[src/rtl/calc_pkg.sv]
// Shared types and key codes for the calculator entry controller.
// FSM state encoding and the keypad command codes.
package calc_pkg;

  typedef enum logic [2:0] {
    ENTRY_A = 3'd0,
    ENTRY_B = 3'd1,
    START   = 3'd2,
    WAIT    = 3'd3,
    SHOW    = 3'd4
  } calc_state_t;

  localparam logic [3:0] KEY_A = 4'hA;
  localparam logic [3:0] KEY_B = 4'hB;
  localparam logic [3:0] KEY_C = 4'hC;
  localparam logic [3:0] KEY_D = 4'hD;

endpackage

[src/rtl/calc_digit_acc.sv]
// Signed decimal operand accumulator: magnitude, digit count, sign.
// Ports: clk, rst (async low), clr_i, dig_en_i, dig_i, tog_i -> val_o, cnt_o.
module calc_digit_acc #(
  parameter int W      = 8,
  parameter int DIGITS = 2,
  localparam int CW    = $clog2(DIGITS + 1)
) (
  input  logic          clk,
  input  logic          rst,
  input  logic          clr_i,
  input  logic          dig_en_i,
  input  logic [3:0]    dig_i,
  input  logic          tog_i,
  output logic [W-1:0]  val_o,
  output logic [CW-1:0] cnt_o
);

  localparam logic [W-1:0]  TEN  = W'(10);
  localparam logic [CW-1:0] FULL = CW'(DIGITS);

  logic [W-1:0]  mag_q, mag_d;
  logic [CW-1:0] cnt_q, cnt_d;
  logic          sign_q, sign_d;

  always_comb begin
    mag_d  = mag_q;
    cnt_d  = cnt_q;
    sign_d = sign_q;
    if (clr_i) begin
      mag_d  = '0;
      cnt_d  = '0;
      sign_d = 1'b0;
    end else begin
      // Full operand drops further digits, so mag never overflows.
      if (dig_en_i && cnt_q != FULL) begin
        mag_d = mag_q * TEN + W'(dig_i);
        cnt_d = cnt_q + 1'b1;
      end
      if (tog_i)
        sign_d = ~sign_q;
    end
  end

  always_ff @(posedge clk or negedge rst) begin
    if (!rst) begin
      mag_q  <= '0;
      cnt_q  <= '0;
      sign_q <= 1'b0;
    end else begin
      mag_q  <= mag_d;
      cnt_q  <= cnt_d;
      sign_q <= sign_d;
    end
  end

  assign val_o = sign_q ? (~mag_q + 1'b1) : mag_q;
  assign cnt_o = cnt_q;

endmodule

[src/rtl/calc_entry_controller.sv]
// Keypad-to-datapath sequencer: builds two signed operands, launches op,
// holds result under valid/ready. Ports: clk, rst (async low), key_*,
// op_a/op_b/op_start/op_done/op_result, result/res_valid/res_ready, err,
// state_o. Optional watchdog in WAIT enabled by macro CALC_TIMEOUT_EN.
module calc_entry_controller
  import calc_pkg::*;
#(
  parameter int W           = 8,
  parameter int DIGITS      = 2,
  parameter int TIMEOUT_CYC = 1024
) (
  input  logic           clk,
  input  logic           rst,
  input  logic           key_valid,
  input  logic [3:0]     key_code,
  output logic           key_ready,
  output logic [W-1:0]   op_a,
  output logic [W-1:0]   op_b,
  output logic           op_start,
  input  logic           op_done,
  input  logic [2*W-1:0] op_result,
  output logic [2*W-1:0] result,
  output logic           res_valid,
  input  logic           res_ready,
  output logic           err,
  output logic [2:0]     state_o
);

  localparam int CW = $clog2(DIGITS + 1);

  if (10 ** DIGITS - 1 > 2 ** (W - 1) - 1) begin : g_chk_w
    $error("DIGITS too large for W");
  end
  if (TIMEOUT_CYC < 2) begin : g_chk_t
    $error("TIMEOUT_CYC must be >= 2");
  end

  calc_state_t    state_q, state_d;
  logic [2*W-1:0] result_q;
  logic [CW-1:0]  cnt_a, cnt_b;
  logic           acc, is_dig, k_b, k_c;
  logic           hs, tmo, clr;
  logic           in_a, in_b;

  assign key_ready = (state_q == ENTRY_A) ||
                     (state_q == ENTRY_B) ||
                     (state_q == SHOW);

  assign acc    = key_valid & key_ready;
  assign is_dig = key_code < 4'd10;
  assign k_b    = acc & (key_code == KEY_B);
  assign k_c    = acc & (key_code == KEY_C);
  assign hs     = (state_q == SHOW) & res_ready;
  assign in_a   = state_q == ENTRY_A;
  assign in_b   = state_q == ENTRY_B;

`ifdef CALC_TIMEOUT_EN
  localparam int TW = $clog2(TIMEOUT_CYC + 1);
  localparam logic [TW-1:0] TLAST = TW'(TIMEOUT_CYC - 1);

  logic [TW-1:0] tcnt_q, tcnt_d;

  // Counts WAIT cycles; a simultaneous op_done takes priority.
  assign tcnt_d = (state_q == WAIT) ? tcnt_q + 1'b1 : '0;
  assign tmo    = (state_q == WAIT) && (tcnt_q == TLAST) && !op_done;

  always_ff @(posedge clk or negedge rst) begin
    if (!rst) tcnt_q <= '0;
    else      tcnt_q <= tcnt_d;
  end
`else
  assign tmo = 1'b0;
`endif

  assign clr = k_c | hs | tmo;

  calc_digit_acc #(.W(W), .DIGITS(DIGITS)) u_acc_a (
    .clk      (clk),
    .rst      (rst),
    .clr_i    (clr),
    .dig_en_i (acc & in_a & is_dig),
    .dig_i    (key_code),
    .tog_i    (k_b & in_a),
    .val_o    (op_a),
    .cnt_o    (cnt_a)
  );

  calc_digit_acc #(.W(W), .DIGITS(DIGITS)) u_acc_b (
    .clk      (clk),
    .rst      (rst),
    .clr_i    (clr),
    .dig_en_i (acc & in_b & is_dig),
    .dig_i    (key_code),
    .tog_i    (k_b & in_b),
    .val_o    (op_b),
    .cnt_o    (cnt_b)
  );

  always_comb begin
    state_d = state_q;
    unique case (state_q)
      ENTRY_A: begin
        if (k_c)
          state_d = ENTRY_A;
        else if (acc && key_code == KEY_A && cnt_a != '0)
          state_d = ENTRY_B;
      end
      ENTRY_B: begin
        if (k_c)
          state_d = ENTRY_A;
        else if (acc && key_code == KEY_D && cnt_b != '0)
          state_d = START;
      end
      START:   state_d = WAIT;
      WAIT: begin
        if (op_done)  state_d = SHOW;
        else if (tmo) state_d = ENTRY_A;
      end
      SHOW: begin
        if (hs || k_c) state_d = ENTRY_A;
      end
      default: state_d = ENTRY_A;
    endcase
  end

  always_ff @(posedge clk or negedge rst) begin
    if (!rst) state_q <= ENTRY_A;
    else      state_q <= state_d;
  end

  always_ff @(posedge clk or negedge rst) begin
    if (!rst)
      result_q <= '0;
    else if (state_q == WAIT && op_done)
      result_q <= op_result;
  end

  assign op_start  = state_q == START;
  assign res_valid = state_q == SHOW;
  assign result    = result_q;
  assign err       = tmo;
  assign state_o   = state_q;

endmodule
[config.mk]
export PLATFORM = sky130hd
export DESIGN_NAME = calc_entry_controller
export DESIGN_NICKNAME = d
export VERILOG_FILES = /design/src/rtl/calc_pkg.sv /design/src/rtl/calc_digit_acc.sv /design/src/rtl/calc_entry_controller.sv
export SDC_FILE = /design/constraint.sdc
export NUM_CORES = 1
export LEC_CHECK = 0
export ABC_AREA = 0
export CAP_MARGIN = 20
export CORE_MARGIN = 2
export CORE_UTILIZATION = 33
export DETAILED_ROUTE_END_ITERATION = 16
export PLACE_DENSITY_LB_ADDON = 0.1
export SYNTH_ARGS = -nofsm -noshare
export SYNTH_HDL_FRONTEND = slang
export SYNTH_HIERARCHICAL = 1
export SYNTH_SLANG_ARGS = --single-unit
[constraint.sdc]
create_clock -name clk -period 3.2 [get_ports clk]
set_input_delay 0.32 -clock clk [delete_from_list [all_inputs] [get_ports clk]]
set_output_delay 0.32 -clock clk [all_outputs]
set_load 0.01 [all_outputs]
==> flow_results.org <==
** Clock network
- The clock passes through at most 2 buffers.
- After clock tree synthesis, the setup repair step added 0 buffers.
- Number of buffers inserted during clock tree synthesis :: 5
- TritonCTS built the clock tree.
- Clock tree synthesis selected as its root buffer the cell sky130_fd_sc_hd__clkbuf_8.
- Clock sinks :: 41
- After clock tree synthesis, the clock-pin slew on the worst setup and hold paths is 0.08 ns.
- The clock tree synthesis step divided the H-tree into 2 levels.
- Gates resized, CTS repair :: 0
- The clock reaches the later pin of the worst-skew pair after 0.30 ns.

** Timing
- Final worst-path setup slack :: 0.708 ns
- RSZ-0062 raised after global routing :: no
- Endpoints failing setup :: 0
- Timing would allow up to 401 MHz.
- In this run the tightest slew margin relative to its limit is 61.1%.
- Subtracting the final worst setup slack from the clock period gives 2.49 ns.
- The final hold violation count came to 0.
- Dividing the final minimum period by the clock period gives 77.9%.
- Across all hold checks on the routed design, the worst slack comes to 0.455 ns.
- Worst Max-Slew Pin Slew :: 0.582 ns
- Pins over their slew limit :: 0
- Aggregate negative setup slack :: 0 ns
- Clock Skews :: 0.00755 ns

** Floorplan
- DIE AREA :: 9120 um2
- After floorplanning, the core was divided into 33 placement rows.
- DIE HEIGHT :: 95.5 um
- Once the floorplan was initialized, standard cells occupied 33.8% of the core.
- The core region is 8180 um2.
- During I/O placement, the number of pins put on the boundary was 64.
- Die X-Extent :: 95.5 um

** Setup path
- Startpoint Class :: flop
- Crit path max fanout :: 6
- For this design, the slowest cell found on the critical path is sky130_fd_sc_hd__clkdlybuf4s50_1.
- Counting both buffers and inverters, the worst setup path holds a total of 1.
- Biggest cell delay along the critical path :: 0.55 ns
- Sort of element at the end of the critical path :: primary output
- Broken down by cell family, the worst path's largest delay share belongs to buffers and inverters.
- Required time at the endpoint of the critical path :: 2.88 ns
- The critical path is of the reg2out type.
- STA puts the critical path data arrival time at 2.17 ns.
- The critical path goes through or3_1 > o31ai_1 > xnor2_1 > clkdlybuf4s50_1.

** Placed design
- HPWL after detailed placement :: 4390 um
- Summing all placed instances gives a cell area of 3460 um2.
- Prior to clock tree synthesis, the placed netlist has a worst setup slack of 0.743 ns.
- In this run, placement finished with an instance count of 434.
- The count of buffers added on input and output ports is 62.
- At the end of routability-driven placement, the weighted congestion stood at 0.785.

** Final layout
- For this run, the share of the core covered by cells in the final layout is 43.7%.
- Final instance count without filler cells :: 444
- Relative to the synthesized area, the layout overhead comes to 29.4%.
- The finished cells cover 3580 um2.
- # fillers :: 807
- The repair_antennas step left the layout with diodes totalling 0.
- Nets@finish :: 391
- In the final layout, the share of cells above drive strength 1 is 10.9%.

** Drt
- Iter 0 DRT Violations :: 49
- Routed Antenna Nets :: 0
- In the routed design, unresolved DRC markers number 0.
- Using the TritonRoute via totals, the vias-per-cell ratio works out to 4.80.
- Drt pass-1 iters :: 4
- The final layout contains routed wiring with a total length of 6050 um.
- Routed length per placed instance :: 13.6 um
- The final route contains 2132 vias.

** Global routing
- The via count of the first global-routing pass is 2106.
- Entering global routing, the biggest net connects 42 pins.
- Antenna violations before repair :: 0
- Wire length of the first global-routing pass :: 9890 um
- Global routing usage summed across all routing layers :: 14.1%
- Summed over all layers, the global routing overflow is 0.

** Logic synthesis
- Sequential cells were found to cover 37.1% of the synthesized design area.
- Biggest area contributors in the synthesized netlist :: sky130_fd_sc_hd__dfrtp_1 (37%), sky130_fd_sc_hd__ha_1 (11%), sky130_fd_sc_hd__xnor2_1 (10%)
- Nets in the synthesized netlist :: 331
- Post-synthesis cell type with the largest combined area :: sky130_fd_sc_hd__dfrtp_1
- The cell area that synthesis handed to floorplanning was 2760 um2.
- Average cell area after synthesis :: 9.94 um2
- Area share of the leading cell type in the synthesized netlist :: 37.1%
- Synth Register Bits :: 41
- Count of yosys warnings during synthesis :: 6
- Library cells used by synthesis :: 39
- Instance count of the mapped netlist :: 278

** Worst hold path
- Worst Hold Class :: in2async

** Outcome
- The flow ran to the end, and the final reports show no timing, DRC or antenna violations.

** Power
- Total design power :: 3.73 mW
- Dividing total power by cell area gives a power density of 1040 nW/um2.
- Leakage power figure :: 1.50 nW
- Across the VDD grid, the largest voltage drop is 0.000444 V.

** Run
- Max-cap violations in this run came to 0.
==> where the power goes <==
group          switching (mW)  internal [mW]  total [mW]
clock network           0.189          0.154       0.343
logic                   0.999           1.32        2.32
registers               0.311          0.761        1.07
==> cell type report <==
type	count	area [um2]	share of cell area, %
clock buffers	6	72.6	2.03
clock inverters	2	15.0	0.420
inverters	13	48.8	1.36
multi-input cells	210	1610	45.1
flip-flops and latches	41	1030	28.7
well taps	105	131	3.67
repair buffers	67	668	18.7
==> cells by family after synthesis <==
family          Yosys count  synth area share [%]
buf+inv                  27                  4.44
compound gates           48                  10.9
simple gates             83                  16.3
xor+xnor                 34                  10.8
mux                      16                  6.52
flops                    41                  37.1
fa+ha+maj                28                  13.8
other cells               1                 0.136
==> routing by layer <==
layer / global-route usage (%) / up-vias / share of wire [%]
met1: 18.3 / 995 / 48
met2: 21.8 / 61 / 43
met3: 5.30 / 5 / 7.7
met4: 3.93 / 0 / 1.2
met5: 0 / - / 0
li1: - / 1071 / -
==> synthesized netlist by cell type, drive strengths merged <==
master,instances
buf,6
and4bb,1
o31ai,7
nand3b,2
conb,1
dfrtp,41
fa,4
ha,24
nor3,3
a21oi,21
nand4b,3
xor2,2
a31oi,1
nand2b,8
a311oi,1
a22o,1
a21o,4
and3,1
mux2,16
a211oi,2
nor2,18
nor2b,5
nor3b,4
nor4b,2
o21ai,8
or3,4
clkbuf,8
nand3,1
and2b,1
xnor2,32
o211ai,1
o21a,2
inv,13
nand2,30
==> worst paths after layout <==
kind	start	to	slack (ns)	cells past startpoint
worst max-delay path	u_acc_a/mag_q[1]$_DFFE_PN0P_	op_a[5]	0.71	4
worst min-delay path	rst	result[10]$_DFFE_PN0P_	0.45	2
worst max register to register	u_acc_b/mag_q[1]$_DFFE_PN0P_	u_acc_b/mag_q[7]$_DFFE_PN0P_	0.76	8
worst min register to register	result[4]$_DFFE_PN0P_	result[4]$_DFFE_PN0P_	0.51	1
max in group asynchronous	rst	u_acc_b/sign_q$_DFFE_PN0P_	2.27	3
min in group clk	result[4]$_DFFE_PN0P_	result[4]$_DFFE_PN0P_	0.51	1
==> cells in the final DEF, fill, tap and decap left out, types with 2 or more instances in the layout <==
| cell | n |
|---|---|
| sky130_fd_sc_hd__clkdlybuf4s50_1 | 61 |
| sky130_fd_sc_hd__nand2b_1 | 8 |
| sky130_fd_sc_hd__or3_1 | 4 |
| sky130_fd_sc_hd__a21oi_1 | 21 |
| sky130_fd_sc_hd__nor2_1 | 18 |
| sky130_fd_sc_hd__buf_4 | 3 |
| sky130_fd_sc_hd__fa_1 | 4 |
| sky130_fd_sc_hd__a21o_1 | 4 |
| sky130_fd_sc_hd__mux2_2 | 16 |
| sky130_fd_sc_hd__xnor2_1 | 32 |
| sky130_fd_sc_hd__ha_1 | 24 |
| sky130_fd_sc_hd__nand4b_1 | 2 |
| sky130_fd_sc_hd__nand3b_1 | 2 |
| sky130_fd_sc_hd__o21ai_1 | 2 |
| sky130_fd_sc_hd__o31ai_1 | 5 |
| sky130_fd_sc_hd__clkbuf_8 | 5 |
| sky130_fd_sc_hd__inv_1 | 13 |
| sky130_fd_sc_hd__o21ai_0 | 6 |
| sky130_fd_sc_hd__a211oi_1 | 2 |
| sky130_fd_sc_hd__nor2b_1 | 5 |
| sky130_fd_sc_hd__o31ai_2 | 2 |
| sky130_fd_sc_hd__clkinvlp_4 | 2 |
| sky130_fd_sc_hd__dfrtp_1 | 41 |
| sky130_fd_sc_hd__o21a_1 | 2 |
| sky130_fd_sc_hd__nor3b_1 | 4 |
| sky130_fd_sc_hd__nor4b_2 | 2 |
| sky130_fd_sc_hd__nand2_1 | 30 |
| sky130_fd_sc_hd__nor3_1 | 3 |
| sky130_fd_sc_hd__xor2_1 | 2 |
==> repair_timing <==
item / CTS / global route
hold endpoints to repair: 0 / 12
endpoints found under the setup margin: 0 / 0
hold buffers: 0 / 1
==> worst reg2reg max path, stage by stage, from the launching register on <==
cell                      delay, ns
sky130_fd_sc_hd__dfrtp_1       0.48
sky130_fd_sc_hd__ha_1          0.33
sky130_fd_sc_hd__ha_1          0.21
sky130_fd_sc_hd__inv_1         0.07
sky130_fd_sc_hd__fa_1          0.47
sky130_fd_sc_hd__nor4b_2       0.34
sky130_fd_sc_hd__xnor2_1       0.12
sky130_fd_sc_hd__xnor2_1       0.20
sky130_fd_sc_hd__o31ai_2       0.07
==> flip-flops by register name, summed over array words and instances, names as in the netlist <==
register / flops
u_acc_a/cnt_o: 2
state_o: 3
u_acc_b/sign_q: 1
u_acc_b/mag_q: 8
result: 16
u_acc_a/mag_q: 8
u_acc_a/sign_q: 1
u_acc_b/cnt_o: 2
Note: power is estimated with default switching activity, not from simulation.
==> RTL edit 1, RTL diff (config.mk and constraints unchanged) <==
Build with the macro `CALC_TIMEOUT_EN` defined.
--- a/src/rtl/calc_entry_controller.sv
+++ b/src/rtl/calc_entry_controller.sv
@@ -2,6 +2,8 @@
 // holds result under valid/ready. Ports: clk, rst (async low), key_*,
 // op_a/op_b/op_start/op_done/op_result, result/res_valid/res_ready, err,
 // state_o. Optional watchdog in WAIT enabled by macro CALC_TIMEOUT_EN.
+`define CALC_TIMEOUT_EN
+
 module calc_entry_controller
   import calc_pkg::*;
 #(
Behaviour: no difference found for any inputs over 10 cycles, from zero or initial values and one cycle with rst low; that may be too few to reach the edited logic, so the function may still have changed.
==> RTL edit 1 against the unedited design <==
Synthesized area increased by 19%; worst setup slack got worse by 0.11 ns; count of clock-buffer cells in the layout unchanged; power increased by 11%; maximum frequency decreased by 4.3%; non-clock buffer count decreased by 2; sequential share of layout area increased by 2.7 points; sequential cell count increased by 11; routed wire length increased by 15%; global-route usage decreased by 0.54 points; first-iteration DRC count increased by 82%; cell area increased by 16%; synthesized cell count increased by 17%.
==> RTL edit 1: results (changes against the unedited design) <==
* Crit. Startpoint: tcnt_q[0] (was u_acc_a/mag_q[1])
* Mux cell area share after synthesis at 6.48% (was 6.52%)
* Tot GR Track Use at 13.5% (was 14.1%)
* # diodes at 0 (unchanged)
* Fin nets at 437 (was 391)
* Final Critical Period at 2.61 ns (was 2.49 ns)
* Initial antenna violation count at 0 (unchanged)
* Leak pwr at 1.78 nW (was 1.50 nW)
* Vias per cell at 4.62 (was 4.80)
* Compound-Gate Fraction of Synth Area at 9.44% (was 10.9%)
* Power per cell area at 995 nW/um2 (was 1040 nW/um2)
* Syn avg cell area at 10.2 um2 (was 9.94 um2)
* DP Worst Slack at 0.670 ns (was 0.743 ns)
* Most frequent cells after synthesis: dfrtp_1, xnor2_1, nand2_1 (unchanged)
* Global-route wire length before repair at 12.1 mm (was 9.89 mm)
* VDD IR-drop max at 374 uV (was 444 uV)
* Crit path max fanout at 5 (was 6)
* I/O Buffers at 63 (was 62)
* Vias at 2389 (was 2132)
* Root buffer cell: clkbuf_8 (unchanged)
* Worst Hold Margin at 0.0687 ns (was 0.455 ns)
* Hpwl dp at 5.33 mm (was 4.39 mm)
* Synthesized net count at 378 (was 331)
* Type of the most critical hold path: in -> async (unchanged)
* Post-Place Cell Area at 4040 um2 (was 3460 um2)
* Ranking of synthesized cells by area: dfrtp_1, ha_1, xnor2_1, mux2_4, nand2_1 (was dfrtp_1, ha_1, xnor2_1, mux2_2, nand2_1)
* Post-Synth XOR/XNOR Area at 11.1% (was 10.8%)
* R2R Path End: u_acc_b/mag_q[7] (unchanged)
* Worst Setup EP: err (was op_a[5])
* Yosys cell types at 47 (was 39)
* Setup repair bufs after CTS at 0 (unchanged)
* Post-synthesis sequential area ratio at 39.4% (was 37.1%)
* Largest net degree at the start of global routing at 34 (was 42)
* Layout cells sized above 1 at 9.90% (was 10.9%)
* Avg WL per Cell at 13.4 um (was 13.6 um)
* Placer Congestion at 0.751 (was 0.785)
* Clk_skew at 0.00820 ns (was 0.00755 ns)
* Worst skew pair latency at 0.30 ns (about the same)
* Initial DRC count at 89 (was 49)
* CTS resizes at 0 (unchanged)
* Max reg flops at 16 (unchanged)
* Post-Synth Adder-Cell Area at 11.9% (was 13.8%)
* CP peak stage delay at 0.61 ns (was 0.55 ns)
* Number of fill cells in the layout at 973 (was 807)
* Worst R2R Start: u_acc_b/mag_q[1] (unchanged)
* FF-to-FF setup slack at 0.76 ns (about the same)
* Top Family by Delay on Critical Path: simple AND/OR/NAND/NOR gates (was buffers and inverters)
* Syn. warnings at 6 (unchanged)
* Worst-Margin Slew at 0.737 ns (was 0.582 ns)
* # placed instances at 509 (was 434)
* Path depth of the worst reg2reg path at 8 (unchanged)
* Crit path DAT at 2.29 ns (was 2.17 ns)
* Status: completed (unchanged)
RTL edit 1: metal layers:
metal	up-vias	GRT usage, %	part of all wire [%]
li1	1220	-	-
met1	1125	18.2	48
met4	0	2.80	0.55
met5	-	0	0
met2	40	22.4	48
met3	4	2.94	3.7
RTL edit 1: report_power, final:
group / total (mW) / switching, mW / internal [mW]
Combinational: 2.46 / 1.09 / 1.38
Clock: 0.438 / 0.206 / 0.232
Sequential: 1.23 / 0.318 / 0.909
Total: 4.13 / 1.61 / 2.52
RTL edit 1: final cells by class:
cell class	instances	area share, %
multi-input cells	243	45.1
flip-flops and latches	52	31.4
repair buffers	65	15.4
well taps	133	4.01
clock buffers	6	1.75
inverters	16	1.48
clock inverters	2	0.844
==> RTL edit 2, RTL diff (config.mk and constraints unchanged) <==
Made on the original files. Register the input `key_code` before use, with the module's reset. The logic sees it one clock later. The other inputs are not delayed to match.
--- a/src/rtl/calc_entry_controller.sv
+++ b/src/rtl/calc_entry_controller.sv
@@ -28,6 +28,16 @@
 
   localparam int CW = $clog2(DIGITS + 1);
 
+  logic [3:0] key_code_q;
+
+  always_ff @(posedge clk or negedge rst) begin
+    if (!rst) begin
+      key_code_q <= '0;
+    end else begin
+      key_code_q <= key_code;
+    end
+  end
+
   if (10 ** DIGITS - 1 > 2 ** (W - 1) - 1) begin : g_chk_w
     $error("DIGITS too large for W");
   end
@@ -47,9 +57,9 @@
                      (state_q == SHOW);
 
   assign acc    = key_valid & key_ready;
-  assign is_dig = key_code < 4'd10;
-  assign k_b    = acc & (key_code == KEY_B);
-  assign k_c    = acc & (key_code == KEY_C);
+  assign is_dig = key_code_q < 4'd10;
+  assign k_b    = acc & (key_code_q == KEY_B);
+  assign k_c    = acc & (key_code_q == KEY_C);
   assign hs     = (state_q == SHOW) & res_ready;
   assign in_a   = state_q == ENTRY_A;
   assign in_b   = state_q == ENTRY_B;
@@ -79,7 +89,7 @@
     .rst      (rst),
     .clr_i    (clr),
     .dig_en_i (acc & in_a & is_dig),
-    .dig_i    (key_code),
+    .dig_i    (key_code_q),
     .tog_i    (k_b & in_a),
     .val_o    (op_a),
     .cnt_o    (cnt_a)
@@ -90,7 +100,7 @@
     .rst      (rst),
     .clr_i    (clr),
     .dig_en_i (acc & in_b & is_dig),
-    .dig_i    (key_code),
+    .dig_i    (key_code_q),
     .tog_i    (k_b & in_b),
     .val_o    (op_b),
     .cnt_o    (cnt_b)
@@ -102,13 +112,13 @@
       ENTRY_A: begin
         if (k_c)
           state_d = ENTRY_A;
-        else if (acc && key_code == KEY_A && cnt_a != '0)
+        else if (acc && key_code_q == KEY_A && cnt_a != '0)
           state_d = ENTRY_B;
       end
       ENTRY_B: begin
         if (k_c)
           state_d = ENTRY_A;
-        else if (acc && key_code == KEY_D && cnt_b != '0)
+        else if (acc && key_code_q == KEY_D && cnt_b != '0)
           state_d = START;
       end
       START:   state_d = WAIT;
Behaviour: not the same (Yosys sat finds a counterexample within 4 cycles, from zero or initial values and one cycle with rst low).
==> RTL edit 2 against the unedited design <==
Utilization shrank 0.62 points; global-route usage down 0.70 points; routed wire length grew 2.0%; worst setup slack worse by 0.0095 ns; combinational power is 3% higher; sequential share of layout area grew 1.4 points; die area grew 5.8%; cell area increased by 4.7%; sequential cell count grew 4; synthesized area is 6.0% higher; maximum frequency decreased by 0.38%; via count up 0.52%; power up 5.6%; critical path type unchanged.
==> RTL edit 2: results (changes against the unedited design) <==
* ClkCell Share at 2.98% (was 2.45%)
* Largest net degree at the start of global routing at 46 (was 42)
* Hpwl dp at 4.52 mm (was 4.39 mm)
* Non-clk buf share at 17.7% (was 18.7%)
* Seq Cell Count at 45 (was 41)
* Met1 wire length at 2.87 mm (was 2.90 mm)
* Post-synthesis sequential area ratio at 38.4% (was 37.1%)
* Met2 WL at 3.03 mm (was 2.61 mm)
* Global-route wire length before repair at 10.5 mm (was 9.89 mm)
* Metal3 WL at 192 um (was 464 um)
* Crit. Startpoint: u_acc_b/mag_q[0] (was u_acc_a/mag_q[1])
* Placer Congestion at 0.773 (was 0.785)
* Tot GR Track Use at 13.3% (was 14.1%)
* Max-Slew Margin vs Limit at 51.3% (was 61.1%)
* Multi-input logic area at 1660 um2 (was 1610 um2)
* GR met3 Demand/Resource at 2.36% (was 5.30%)
* Initial DRC count at 77 (was 49)
* Status: completed (unchanged)
* Layout cells sized above 1 at 10.2% (was 10.9%)
* Most frequent cells after synthesis: dfrtp_1, xnor2_1, nand2_1 (unchanged)
* Final Critical Period at 2.50 ns (was 2.49 ns)
* P_sw at 1.54 mW (was 1.50 mW)
* VDD IR-drop max at 309 uV (was 444 uV)
* Fin nets at 395 (was 391)
* Vias at 2143 (was 2132)
* Ranking of synthesized cells by area: dfrtp_1, ha_1, xnor2_1, mux2_4, nand2_1 (was dfrtp_1, ha_1, xnor2_1, mux2_2, nand2_1)
* Met2 global-route usage at 21.8% (about the same)
* Synthesized net count at 337 (was 331)
* Number of fill cells in the layout at 863 (was 807)
* FF-to-FF setup slack at 0.82 ns (was 0.76 ns)
* Leak pwr at 1.63 nW (was 1.50 nW)
* Nonclk buf count at 66 (was 67)
* Clk_skew at 0.00896 ns (was 0.00755 ns)
* Worst Setup EP: op_b[5] (was op_a[5])
* R2R Path End: u_acc_a/mag_q[7] (was u_acc_b/mag_q[7])
* GRT met1 Usage at 18.3% (about the same)
* Sequential cell area at 1130 um2 (was 1030 um2)
==> RTL edit 2: through the flow <==
stage	hold WS [ns]	instances	total power [mW]	utilization, %	cell area [um2]
floorplan	0.0244	284	2.72	-	2930
global placement	0.487	441	3.53	41.5	3600
detailed placement	0.493	441	3.55	41.5	3600
CTS	0.245	449	4.01	42.8	3710
global route	0.433	451	4.30	43.1	3740
finish	0.444	451	3.94	43.1	3740
==> RTL edit 2: kinds of logic (layout without fill, tap and decap cells) <==
kind of cell             after synthesis  after routing  synth area share [%]
AO/OA/AOI/OAI                         49             49                  10.9
XOR/XNOR                              34             34                  10.2
adder cells (fa/ha/maj)               28             28                  13.0
buffers and inverters                 29             88                  5.00
flip-flops                            45             45                  38.4
multiplexers                          16             16                  7.30
other                                  1              1                 0.128
AND/OR/NAND/NOR                       82             82                  15.1
==> RTL edit 2: how the worst min path moves through the flow <==
stage,depth (start not counted),startpoint,endpoint,slack [ns]
global placement,1,result[1],result[1],0.49
global route,1,key_code[1],key_code_q[1],0.43
finish,1,key_code[0],key_code_q[0],0.44
floorplan,0,rst,key_code_q[0],0.02
detailed placement,1,result[14],result[14],0.49
CTS,1,rst,result[11],0.25
==> RTL edit 2: power groups by stage <==
stage	combinational, mW	sequential [mW]	clock (mW)
6_report	2.38	1.11	0.441
5_1_grt	2.65	1.17	0.483
4_1_cts	2.42	1.12	0.461
3_5_place_dp	2.42	1.13	0
3_3_place_gp	2.41	1.12	0
2_1_floorplan	1.64	1.07	0
==> RTL edit 2: worst max-delay path: stages, from the launching register on <==
cell	delay (ns)
dfrtp_1	0.46
or3_1	0.45
o31ai_1	0.26
xnor2_1	0.16
clkdlybuf4s50_1	0.56
